===== config.mk =====
export PLATFORM = sky130hd
export DESIGN_NAME = demux1x4_stripe
export DESIGN_NICKNAME = d
export VERILOG_FILES = /design/src/rtl/demux1x4_stripe_pkg.sv /design/src/rtl/demux1x4_stripe_stage_bank.sv /design/src/rtl/demux1x4_stripe.sv
export SDC_FILE = /design/constraint.sdc
export NUM_CORES = 1
export LEC_CHECK = 0
export ABC_AREA = 1
export CORE_MARGIN = 1.5
export CORE_UTILIZATION = 30
export DETAILED_ROUTE_END_ITERATION = 12
export PLACE_DENSITY_LB_ADDON = 0.1
export SYNTH_ARGS = -nofsm -noshare
export SYNTH_HDL_FRONTEND = slang
export SYNTH_HIERARCHICAL = 1
export SYNTH_SLANG_ARGS = --single-unit

===== constraint.sdc =====
create_clock -name clk -period 2.97 [get_ports clk]
set_input_delay 0.4455 -clock clk [delete_from_list [all_inputs] [get_ports clk]]
set_output_delay 0.4455 -clock clk [all_outputs]
set_load 0.1 [all_outputs]

===== src/rtl/demux1x4_stripe_pkg.sv =====
`default_nettype none
// +----------------------------------------------------------------------------+
// | Module  : demux1x4_stripe_pkg                                              |
// | Brief   : Shared PHY lane constants and un-striper FSM state encoding.     |
// | Revision: 1.0 - initial release                                            |
// +----------------------------------------------------------------------------+
package demux1x4_stripe_pkg;

    localparam int LANES          = 4;
    localparam int IDX_W          = 2;
    localparam int DATA_WIDTH_DEF = 8;

    typedef enum logic {
        FILL  = 1'b0,
        STALL = 1'b1
    } state_t;

endpackage : demux1x4_stripe_pkg
`default_nettype wire


===== src/rtl/demux1x4_stripe_stage_bank.sv =====
`default_nettype none
// +----------------------------------------------------------------------------+
// | Module  : demux1x4_stripe_stage_bank                                       |
// | Brief   : Four-lane staging registers with write index and fill mask.      |
// | Revision: 1.0 - initial release                                            |
// +----------------------------------------------------------------------------+
module demux1x4_stripe_stage_bank
    import demux1x4_stripe_pkg::*;
#(
    parameter int DATA_WIDTH = DATA_WIDTH_DEF
) (
    input  logic                              clk,
    input  logic                              reset,
    input  logic                              wr_en_i,
    input  logic [DATA_WIDTH-1:0]             wr_data_i,
    input  logic                              clr_i,
    output logic [LANES-1:0][DATA_WIDTH-1:0]  stage_o,
    output logic [LANES-1:0]                  mask_o,
    output logic [IDX_W-1:0]                  idx_o
);

    logic [LANES-1:0][DATA_WIDTH-1:0] stage_q;
    logic [LANES-1:0]                 mask_q;
    logic [IDX_W-1:0]                 idx_q;

    // Clear wins over write: a byte arriving with clear was already merged
    // into the group that is leaving the bank.
    always_ff @(posedge clk) begin
        if (reset || clr_i) begin
            stage_q <= '0;
            mask_q  <= '0;
            idx_q   <= '0;
        end else if (wr_en_i) begin
            stage_q[idx_q] <= wr_data_i;
            mask_q[idx_q]  <= 1'b1;
            idx_q          <= idx_q + 1'b1;
        end
    end

    assign stage_o = stage_q;
    assign mask_o  = mask_q;
    assign idx_o   = idx_q;

endmodule : demux1x4_stripe_stage_bank
`default_nettype wire


===== src/rtl/demux1x4_stripe.sv =====
`default_nettype none
// +----------------------------------------------------------------------------+
// | Module  : demux1x4_stripe                                                  |
// | Brief   : Serial byte stream to four parallel lanes, round-robin striping. |
// | Revision: 1.0 - initial release                                            |
// +----------------------------------------------------------------------------+
module demux1x4_stripe
    import demux1x4_stripe_pkg::*;
#(
    parameter int DATA_WIDTH = DATA_WIDTH_DEF,
    parameter int LANES      = 4
) (
    input  logic                  clk,
    input  logic                  reset,
    input  logic [DATA_WIDTH-1:0] in_data,
    input  logic                  in_valid,
    output logic                  in_ready,
    input  logic                  flush,
    output logic [DATA_WIDTH-1:0] out0,
    output logic [DATA_WIDTH-1:0] out1,
    output logic [DATA_WIDTH-1:0] out2,
    output logic [DATA_WIDTH-1:0] out3,
    output logic [3:0]            valid_out,
    input  logic                  out_ready,
    output logic                  err
);

    logic                             w_accept;
    logic                             w_pending;
    logic                             w_consume;
    logic                             w_complete;
    logic                             w_load;
    logic [LANES-1:0][DATA_WIDTH-1:0] w_stage;
    logic [LANES-1:0]                 w_mask;
    logic [IDX_W-1:0]                 w_idx;
    logic [LANES-1:0][DATA_WIDTH-1:0] w_grp_data;
    logic [LANES-1:0]                 w_grp_mask;

    state_t                           state_q;
    logic [LANES-1:0][DATA_WIDTH-1:0] out_q;
    logic [LANES-1:0]                 valid_q;
    logic                             err_q;

    demux1x4_stripe_stage_bank #(
        .DATA_WIDTH (DATA_WIDTH)
    ) u_stage_bank (
        .clk       (clk),
        .reset     (reset),
        .wr_en_i   (w_accept),
        .wr_data_i (in_data),
        .clr_i     (w_load),
        .stage_o   (w_stage),
        .mask_o    (w_mask),
        .idx_o     (w_idx)
    );

    // Group view including the byte accepted this cycle, so a completion on
    // the fourth byte or a same-cycle flush loads with single-edge latency.
    for (genvar i = 0; i < LANES; i++) begin : g_lane
        assign w_grp_data[i] = (w_accept && (w_idx == IDX_W'(i))) ? in_data : w_stage[i];
        assign w_grp_mask[i] = w_mask[i] | (w_accept && (w_idx == IDX_W'(i)));
    end

    assign in_ready   = (state_q == FILL);
    assign w_accept   = in_valid && in_ready;
    assign w_pending  = (valid_q != '0);
    assign w_consume  = w_pending && out_ready;
    assign w_complete = (state_q == FILL) &&
                        ((w_accept && (w_idx == IDX_W'(LANES - 1))) ||
                         (flush && (w_grp_mask != '0)));
    assign w_load     = (w_complete && (!w_pending || w_consume)) ||
                        ((state_q == STALL) && w_consume);

    always_ff @(posedge clk) begin
        if (reset) begin
            state_q <= FILL;
            out_q   <= '0;
            valid_q <= '0;
            err_q   <= 1'b0;
        end else begin
            if (in_valid && !in_ready) begin
                err_q <= 1'b1;
            end

            if (w_load) begin
                for (int i = 0; i < LANES; i++) begin
                    out_q[i] <= w_grp_mask[i] ? w_grp_data[i] : '0;
                end
                valid_q <= w_grp_mask;
            end else if (w_consume) begin
                valid_q <= '0;
            end

            case (state_q)
                FILL:    if (w_complete && !w_load) state_q <= STALL;
                STALL:   if (w_consume)             state_q <= FILL;
                default:                            state_q <= FILL;
            endcase
        end
    end

    assign out0      = out_q[0];
    assign out1      = out_q[1];
    assign out2      = out_q[2];
    assign out3      = out_q[3];
    assign valid_out = valid_q;
    assign err       = err_q;

endmodule : demux1x4_stripe
`default_nettype wire


# Yosys cells after proc, flatten, opt, wreduce, memory -nomap -nowiden
# Cells that the tools add are included.
[totals]
in_bits = 13
ramBits = 0
latch_bits = 0
word_cells = 66
regBits = 76
out_inout_bits = 38
mem_count = 0
romBits = 0
[op_classes]
n_bitwise = 6
n_mux = 18
n_div = 0
addsub = 1
shifts = 0
eq_ne = 3
mul = 0
n_lt_le_gt_ge = 2
reduce_logical = 23
[ops]
columns = ["cell", "count"]
rows = [
  ["8-bit 2-to-1 mux", 9],
  ["32-bit bitwise mux", 1],
  ["8-bit demux with 2-bit select", 1],
  ["1-bit logical AND", 13],
  ["4-bit 2-to-1 mux", 2],
  ["4-bit nonzero test", 2],
  ["2-bit == test (second input constant)", 2],
  ["1-bit logical OR", 4],
  ["1-bit bitwise OR", 4],
  ["4-bit bitwise OR", 1],
  ["2-bit by 3-bit less-than comparator with 1-bit output (second input constant)", 1],
  ["1-bit 2-to-1 mux", 3],
  ["2-bit by 1-bit adder with 2-bit output (second input constant)", 1],
  ["1-bit demux with 2-bit select", 1],
  ["2-bit by 1-bit == test with 1-bit output (second input constant)", 1],
  ["2-bit by 1-bit greater-or-equal comparator with 1-bit output (second input constant)", 1],
  ["1-bit zero test", 2],
  ["2-bit zero test", 1],
  ["1-bit case mux with 2 select lines", 1],
  ["2-bit nonzero test", 1],
  ["1-bit NOT", 1],
]

# Logic depth before layout (Yosys ltp)
# Gate-level depths: netlist of the first run.
[logic_depth]
ltp_word = 14
depth_mapped = 17
ltp_nobuf = 13

# Modules after synthesis
# The synthesis of the first run kept the hierarchy.
[modules_own_cells]
columns = ["module", "cells_each", "instances", "area_each_um2", "seq_area_each_um2"]
rows = [
  ["demux1x4_stripe", 308, 1, 2197.1, 760.7],
  ["demux1x4_stripe_stage_bank", 242, 1, 1650.3, 760.7],
]

# Worst setup path before layout of the first run
# Ideal clock, no wire load.
[synth_path]
kind = "register to register"
startpoint = "reg valid_q[1], in the netlist valid_out[1]"
endpoint = "reg u_stage_bank.stage_q (netlist bit u_stage_bank/stage_o[0])"
setup_slack_ns = 0.623
required_ns = 2.906
arrival_ns = 2.283
setup_time_ns = 0.064
n_path_buf = 4
stages_incl_launch_ff = 13
cell_sequence = "dfxtp_1 > nor2_1 > nand2_1 > nand2_1 > nand2_2 > buf_8 > buf_12 > inv_1 > nor2_1 > buf_4 > buf_6 > nand2_1 > nor2_1"
[synth_via]
elab_chain_len = 6
word_cells_on_any_way = 8
cone_classes = "8 x reduce/logical"
[synth_lines]
columns = ["item", "line", "source"]
rows = [
  ["start, declared", "demux1x4_stripe.sv:41", "logic [LANES-1:0] valid_q;"],
  ["start signal, assigned", "demux1x4_stripe.sv:89", "valid_q <= w_grp_mask;"],
  ["4-bit nonzero test *", "demux1x4_stripe.sv:66", "assign w_pending = (valid_q != '0);"],
  ["1-bit zero test or 1-bit logical AND (tied branches)", "demux1x4_stripe.sv:71, demux1x4_stripe.sv:67", ""],
  ["1-bit logical OR", "demux1x4_stripe.sv:71", "assign w_load = (w_complete && (!w_pending || w_consume)) ||"],
  ["1-bit logical AND", "demux1x4_stripe.sv:71", ""],
  ["1-bit logical OR *", "demux1x4_stripe.sv:71", ""],
  ["via w_load", "demux1x4_stripe.sv:32", "logic w_load;"],
  ["1-bit logical OR *", "demux1x4_stripe_stage_bank.sv:29", "if (reset || clr_i) begin"],
  ["end signal, assigned by index", "demux1x4_stripe_stage_bank.sv:34", "stage_q[idx_q] <= wr_data_i;"],
  ["end, declared", "demux1x4_stripe_stage_bank.sv:22", "logic [LANES-1:0][DATA_WIDTH-1:0] stage_q;"],
]
# The timed path passes the listed nets; every way through them passes the cells marked *.
# A chain may end at the register's enable or synchronous reset.

# Worst setup path after layout of the first run
[layout_path]
startpoint = "reg u_stage_bank.idx_q[0], in the netlist u_stage_bank/idx_o[0]"
endpoint = "reg valid_q[2], in the netlist valid_out[2]"
[layout_via]
elab_chain_len = 10
word_cells_on_any_way = 20
cone_classes = "3 x eq/ne; 1 x mux; 4 x bitwise; 12 x reduce/logical"
[layout_lines]
columns = ["item", "line", "source"]
rows = [
  ["start, declared", "demux1x4_stripe_stage_bank.sv:24", "logic [IDX_W-1:0] idx_q;"],
  ["start signal, assigned", "demux1x4_stripe_stage_bank.sv:36", "idx_q <= idx_q + 1'b1;"],
  ["2-bit by 1-bit == test with 1-bit output (tied with other cells)", "demux1x4_stripe.sv:61", "assign w_grp_mask[i] = w_mask[i] | (w_accept && (w_idx == IDX_W'(i)));"],
  ["1-bit logical AND (on tied branches)", "demux1x4_stripe.sv:61, demux1x4_stripe.sv:69", ""],
  ["1-bit bitwise OR", "demux1x4_stripe.sv:61", ""],
  ["4-bit nonzero test", "demux1x4_stripe.sv:70", "(flush && (w_grp_mask != '0)));"],
  ["1-bit logical AND", "demux1x4_stripe.sv:70", ""],
  ["1-bit logical OR", "demux1x4_stripe.sv:69", "((w_accept && (w_idx == IDX_W'(LANES - 1))) ||"],
  ["1-bit logical AND", "demux1x4_stripe.sv:68", "assign w_complete = (state_q == FILL) &&"],
  ["1-bit logical AND", "demux1x4_stripe.sv:71", ""],
  ["1-bit logical OR", "demux1x4_stripe.sv:71", ""],
  ["4-bit 2-to-1 mux or 2-bit nonzero test (tied branches)", "n/a", ""],
]
# Several ways; a longest one is shown, not always the timed one.

==> results of run 1 <==
-- cell usage after synthesis --
cell        n
buf_8       1
nand3_1    72
nor2_2      1
dfxtp_1    76
nand2_1   131
clkbuf_1   10
a21oi_2    19
o21ai_0     1
nand3_4     1
inv_2       3
buf_2       4
nand2_2    23
nor2_4      3
buf_12      2
nand2_4     7
inv_1      56
a21oi_1    51
ha_1        4
buf_6       7
buf_4       3
nor2_1     75
-- path summary, 6_finish.rpt --
path / to / slack, ns
worst max register to register: valid_out[2] / 0.76
worst min-delay path: out3[6] / 0.46
worst min register to register: out3[6] / 0.46
worst max-delay path: valid_out[2] / 0.76
-- layout by cell type (no fill, tap or decap), types with 2 or more instances in the layout --
cell and instances:
nand2_2 23, nor2_4 4, inv_1 56, ha_1 4, bufinv_16 3, a21oi_1 51
clkdlybuf4s50_1 11, clkbuf_16 9, nor2_1 74, dfxtp_1 76, clkinvlp_4 2, nand2_1 131
buf_4 45, clkinv_2 2, a21oi_2 19, nand2_4 7, inv_2 3, nand3_1 72
-- per-stage QoR --
stage | std cells | util [%] | worst slack (ns)
floorplan | 550 | - | 0.623
global placement | 753 | 34.4 | 0.403
detailed placement | 753 | 34.4 | 0.405
CTS | 769 | 37.2 | 0.723
global route | 769 | 37.2 | 0.459
finish | 769 | 37.2 | 0.764
-- worst reg2reg max path: stages, from the launching register on --
cell	delay (ns)
dfxtp_1	0.56
nor2_2	0.20
nand2_4	0.18
nand2_2	0.08
nor2_1	0.11
nand2_1	0.07
nand2_2	0.08
nand3_4	0.07
nand2_2	0.06
buf_4	0.42
nand3_1	0.14
a21oi_1	0.15
-- layout make-up --
type / instances / area [um2]
fill: 1377 / 7900
multi-input combinational: 388 / 1900
sequential: 76 / 1520
timing repair buffer: 58 / 473
clock buffer: 9 / 225
inverter: 59 / 221
tap: 172 / 215
clock inverter: 7 / 115
-- logic make-up after synthesis --
family | Yosys count | synth area share, %
compound gates | 71 | 11.1
flops | 76 | 39.5
fa+ha+maj | 4 | 1.30
simple gates | 313 | 36.7
buf+inv | 86 | 11.3
-- metal layers --
layer / global-route usage, % / vias up / part of all wire [%]
li1: - / 1815 / -
met1: 24.0 / 1565 / 51
met2: 25.4 / 51 / 44
met3: 4.10 / 7 / 3.3
met4: 5.37 / 0 / 1.3
met5: 0 / - / 0
-- state kept, by name (all words and copies together), names as in the netlist --
name                  count
out0                      8
u_stage_bank/stage_o     32
valid_out                 4
u_stage_bank/idx_o        2
state_q                   1
u_stage_bank/mask_o       4
out1                      8
out2                      8
err                       1
out3                      8
-- power groups by stage --
| stage | Clock, mW | Combinational [mW] | Sequential, mW |
|---|---|---|---|
| detailed placement | 0 | 1.75 | 1.31 |
| CTS | 1.30 | 1.75 | 1.29 |
| finish | 1.26 | 1.73 | 1.29 |
| floorplan | 0 | 1.30 | 1.50 |
| global placement | 0 | 1.74 | 1.31 |
| global route | 1.34 | 1.95 | 1.31 |
==> impl_metrics.toml, run 1 <==
[run_status]
outcome = "complete, no violations"

[worst_setup_path]
crit_path_top_delay_cell = "dfxtp_1"
cp_common_cell = "nand2_2"
crit_buf_inv = 1
slowest_delay_ns = 0.56
cp.arrival_ns = 2.47
path_delay_family = "simple AND/OR/NAND/NOR gates"
worst-r2r-cell-count = 11
cp_max_fo = 37
path_cells = "nor2_2 > nand2_4 > nand2_2 > nor2_1 > nand2_1 > nand2_2 > nand3_4 > nand2_2 > buf_4 > nand3_1 > a21oi_1"
end_kind = "register"
cp-start-kind = "register"
cp.required_ns = 3.24
path_depth = 11
critPathLaunch = "u_stage_bank/idx_o[0]"
worstSetupPathType = "register to register"
timing.rr.start = "u_stage_bank/idx_o[0]"

[min_path]
min_delay_path_depth = 2
hp-start = "out3[6]"
hold_path_class = "register to register"

[routing]
vias = 3438
routedWlPerCell_um = 13.6
routed_wl_um = 10400
dr.pass1.iters = 4
via_per_inst = 4.47
first_iter_violations = 234
route.antenna.remaining_nets = 0
drc_errors = 0

[floorplanning]
die_h_um = 116
top_level_ports = 51
die_x_um = 116
die_area_mm2 = 0.0135
initial_utilization_pct = 30.6
core_mm2 = 0.0126
fp-row-count = 41

[clock_network]
clock_latency_ns = 0.34
cts_tree = "yes"
clockRootBuffer = "clkbuf_16"
clkTransAtPathRegs_ns = 0.06
cts_max_path_buffers = 2
numCtsBuffers = 9
clock-sinks = 76
hold_buffers = 0
postCtsSetupBuffers = 0
htree_levels = 3
cts_resized = 0

[grt]
grt_usage_pct = 16.9
grt_max_degree = 39
grt_pass1_vias = 3206
grt_antenna_before_repair = 0
grt_pass1_wl_um = 17200
overflow = 0

[logic_synthesis]
syn-num-nets = 567
netlist.area_leader.share_pct = 39.5
syn_area_mm2 = 0.00385
synth.avg_cell_area_um2 = 7.00
synth.distinct_cells = 21
synth_area_leaders = "dfxtp_1 (40%), nand2_1 (13%), nand3_1 (9.4%)"
synthesis.instances = 550
synth-seq-cells = 76
synth_area_leader_cell = "dfxtp_1"
yosysWarningCount = 6
ys_seq_area_share_pct = 39.5

[cells_and_area]
syn2layout_area_growth_pct = 21.4
diodes = 0
layout-drive-gt1-share_pct = 20.3
finish.instance_area_mm2 = 0.00467
finalNetCount = 609

[power_and_ir_drop]
power.total_mw = 4.28
vdd_ir_drop_max_uv = 317
p_seq_share_pct = 30.2
pwr-share-comb_pct = 40.4
p_leak_nw = 1.98
clockPowerShare_pct = 29.4
power.internal_mw = 2.42
p_sw_mw = 1.86
power_density_mw_per_mm2 = 917
sw_frac_of_total_pct = 43.5

[job]
maxCapViolations = 0

[sta]
max_slew.worst_pin.slew_ns = 0.482
fmax_ghz = 0.453
fin_skew_ns = 0.00564
report.final.slew_viol_count = 0
period_minus_slack_ns = 2.21
rsz0062_at_grt = "false"
slew_headroom_pct = 67.9
setup_viol = 0
hold_viol_final = 0
fin_crit_sh_pct = 74.3
tns_ns = 0
whs_ns = 0.463

[place]
placed_area_mm2 = 0.00433
routabilityCongestion = 0.812
post-dp-hpwl_um = 7170
port-buffer-count = 50
No activity file was read; power rests on OpenSTA's default activity.
==> run 2: changes to the inputs <==
clock period = 2.13 ns   (was 2.97 ns; I/O delays follow)
==> run 2 against run 1 <==
  * Non-clock buffer count grew 26
  * Combinational power grew 51%
  * Routed wire length grew 2.7%
  * Count of clock-buffer cells in the layout grew 1
  * Final area grew 3.9%
  * Critical path depth shrank 3
  * Clock power grew 33%
  * Via count grew 2.2%
  * Flip-flop and latch count is the same
  * Core utilization grew 1.5 points
  * Largest cell class unchanged
  * Largest power group unchanged
==> impl_metrics.toml, run 2 (synthesis gave the netlist of run 1 again) <==
[run_status]
outcome = "complete, no violations"

[sta]
hold_viol_final = 0
fin_crit_sh_pct = 91.1
whs_ns = 0.453
max_slew.worst_pin.slew_ns = 0.455
slew_headroom_pct = 69.6
tns_ns = 0
setup_viol = 0
rsz0062_at_grt = "false"
report.final.slew_viol_count = 0
period_minus_slack_ns = 1.94
fmax_ghz = 0.515
fin_skew_ns = 0.00394

[job]
maxCapViolations = 0

[floorplanning]
die_x_um = 116
die_area_mm2 = 0.0135
initial_utilization_pct = 30.6
fp-row-count = 41
core_mm2 = 0.0126
top_level_ports = 51
die_h_um = 116

[place]
routabilityCongestion = 0.813
post-dp-hpwl_um = 7740
port-buffer-count = 50

[power_and_ir_drop]
clockPowerShare_pct = 27.5
vdd_ir_drop_max_uv = 556
power.internal_mw = 3.45
pwr-share-comb_pct = 43.0
p_seq_share_pct = 29.5
power_density_mw_per_mm2 = 1250
p_sw_mw = 2.63
power.total_mw = 6.08
p_leak_nw = 2.10
sw_frac_of_total_pct = 43.3

[min_path]
hold_path_class = "input pin to register"

[cells_and_area]
syn2layout_area_growth_pct = 26.1
fin_util_pct = 38.6
layout_commonest_cell = "nand2_1"
largest_reg_flops = 32
diodes = 0
finalNetCount = 635
layout-drive-gt1-share_pct = 24.4
final_cell_mix = "nand2_1 (131), nor2_1 (74), nand3_1 (72)"

[grt]
grt_pass1_vias = 3348
grt_usage_pct = 17.1
grt_max_degree = 38
grt_pass1_wl_um = 17500
overflow = 0
grt_antenna_before_repair = 0

[clock_network]
cts_resized = 0
clockRootBuffer = "clkbuf_16"
cts_max_path_buffers = 2
clock-sinks = 76
postCtsSetupBuffers = 0
numCtsBuffers = 9
clkTransAtPathRegs_ns = 0.06
hold_buffers = 0
cts_tree = "yes"
htree_levels = 3
clock_latency_ns = 0.34

[routing]
drc_errors = 0
first_iter_violations = 160
routed_wl_um = 10700
route.antenna.remaining_nets = 0
vias = 3513
routedWlPerCell_um = 13.5
via_per_inst = 4.42
dr.pass1.iters = 4

[worst_setup_path]
cp_max_fo = 27
cp.required_ns = 2.40
cp.arrival_ns = 2.21
cp-start-kind = "input pin"
end_kind = "register"
worstSetupPathType = "input pin to register"
[run 2: changes by cell type in the layout (fill, tap and decap cells not counted), sizes merged]
cell / previous run / this run
buf: 47 / 73
bufinv: 3 / 2
clkbuf: 9 / 10
clkinv: 2 / 1
clkinvlp: 2 / 3
[run 2: final timing paths]
check / to / cells after the start / slack, ns / startpoint
worst max-delay path: out1[7] / 8 / 0.19 / in_valid
worst min-delay path: u_stage_bank/idx_o[0] / 5 / 0.45 / reset
worst max register to register: u_stage_bank/stage_o[8] / 13 / 0.25 / u_stage_bank/idx_o[1]
worst min register to register: out0[1] / 2 / 0.46 / out0[1]
[run 2: power by group through the flow]
stage	combinational (mW)	clock, mW	sequential [mW]
after floorplan	1.81	0	2.09
after global placement	2.60	0	1.82
after detailed placement	2.60	0	1.83
after CTS	2.61	1.72	1.80
after global routing	2.91	1.77	1.82
final	2.61	1.67	1.80
[run 2: critical path, cell delays in order]
cell             delay, ns
clkdlybuf4s50_1       0.48
inv_1                 0.07
nor2_4                0.27
buf_4                 0.40
nand3_1               0.11
a21oi_1               0.27
nand3_1               0.12
a21oi_1               0.16
[run 2: layer usage]
layer / GRT usage, % / wire length (um) / share of wire [%] / up-vias
met5: 0 / 0 / 0 / -
li1: - / - / - / 1863
met3: 4.46 / 405 / 3.8 / 7
met2: 26.3 / 4740 / 44 / 58
met4: 5.20 / 159 / 1.5 / 0
met1: 23.6 / 5410 / 50 / 1585
[run 2: stage by stage]
step | cells | cell area, um2 | setup WS (ns)
floorplan | 550 | 3850 | 0.0273
global placement | 779 | 4520 | -0.185
detailed placement | 779 | 4520 | -0.205
CTS | 795 | 4840 | 0.140
global route | 795 | 4850 | 0.0238
finish | 795 | 4850 | 0.189
[run 2: cell type report]
class                   count  area, um2
multi-input cells         388       1900
well taps                 172        215
repair buffers             84        663
inverters                  59        221
clock buffers              10        239
fillers                  1368       7720
clock inverters             6       87.6
flip-flops and latches     76       1530
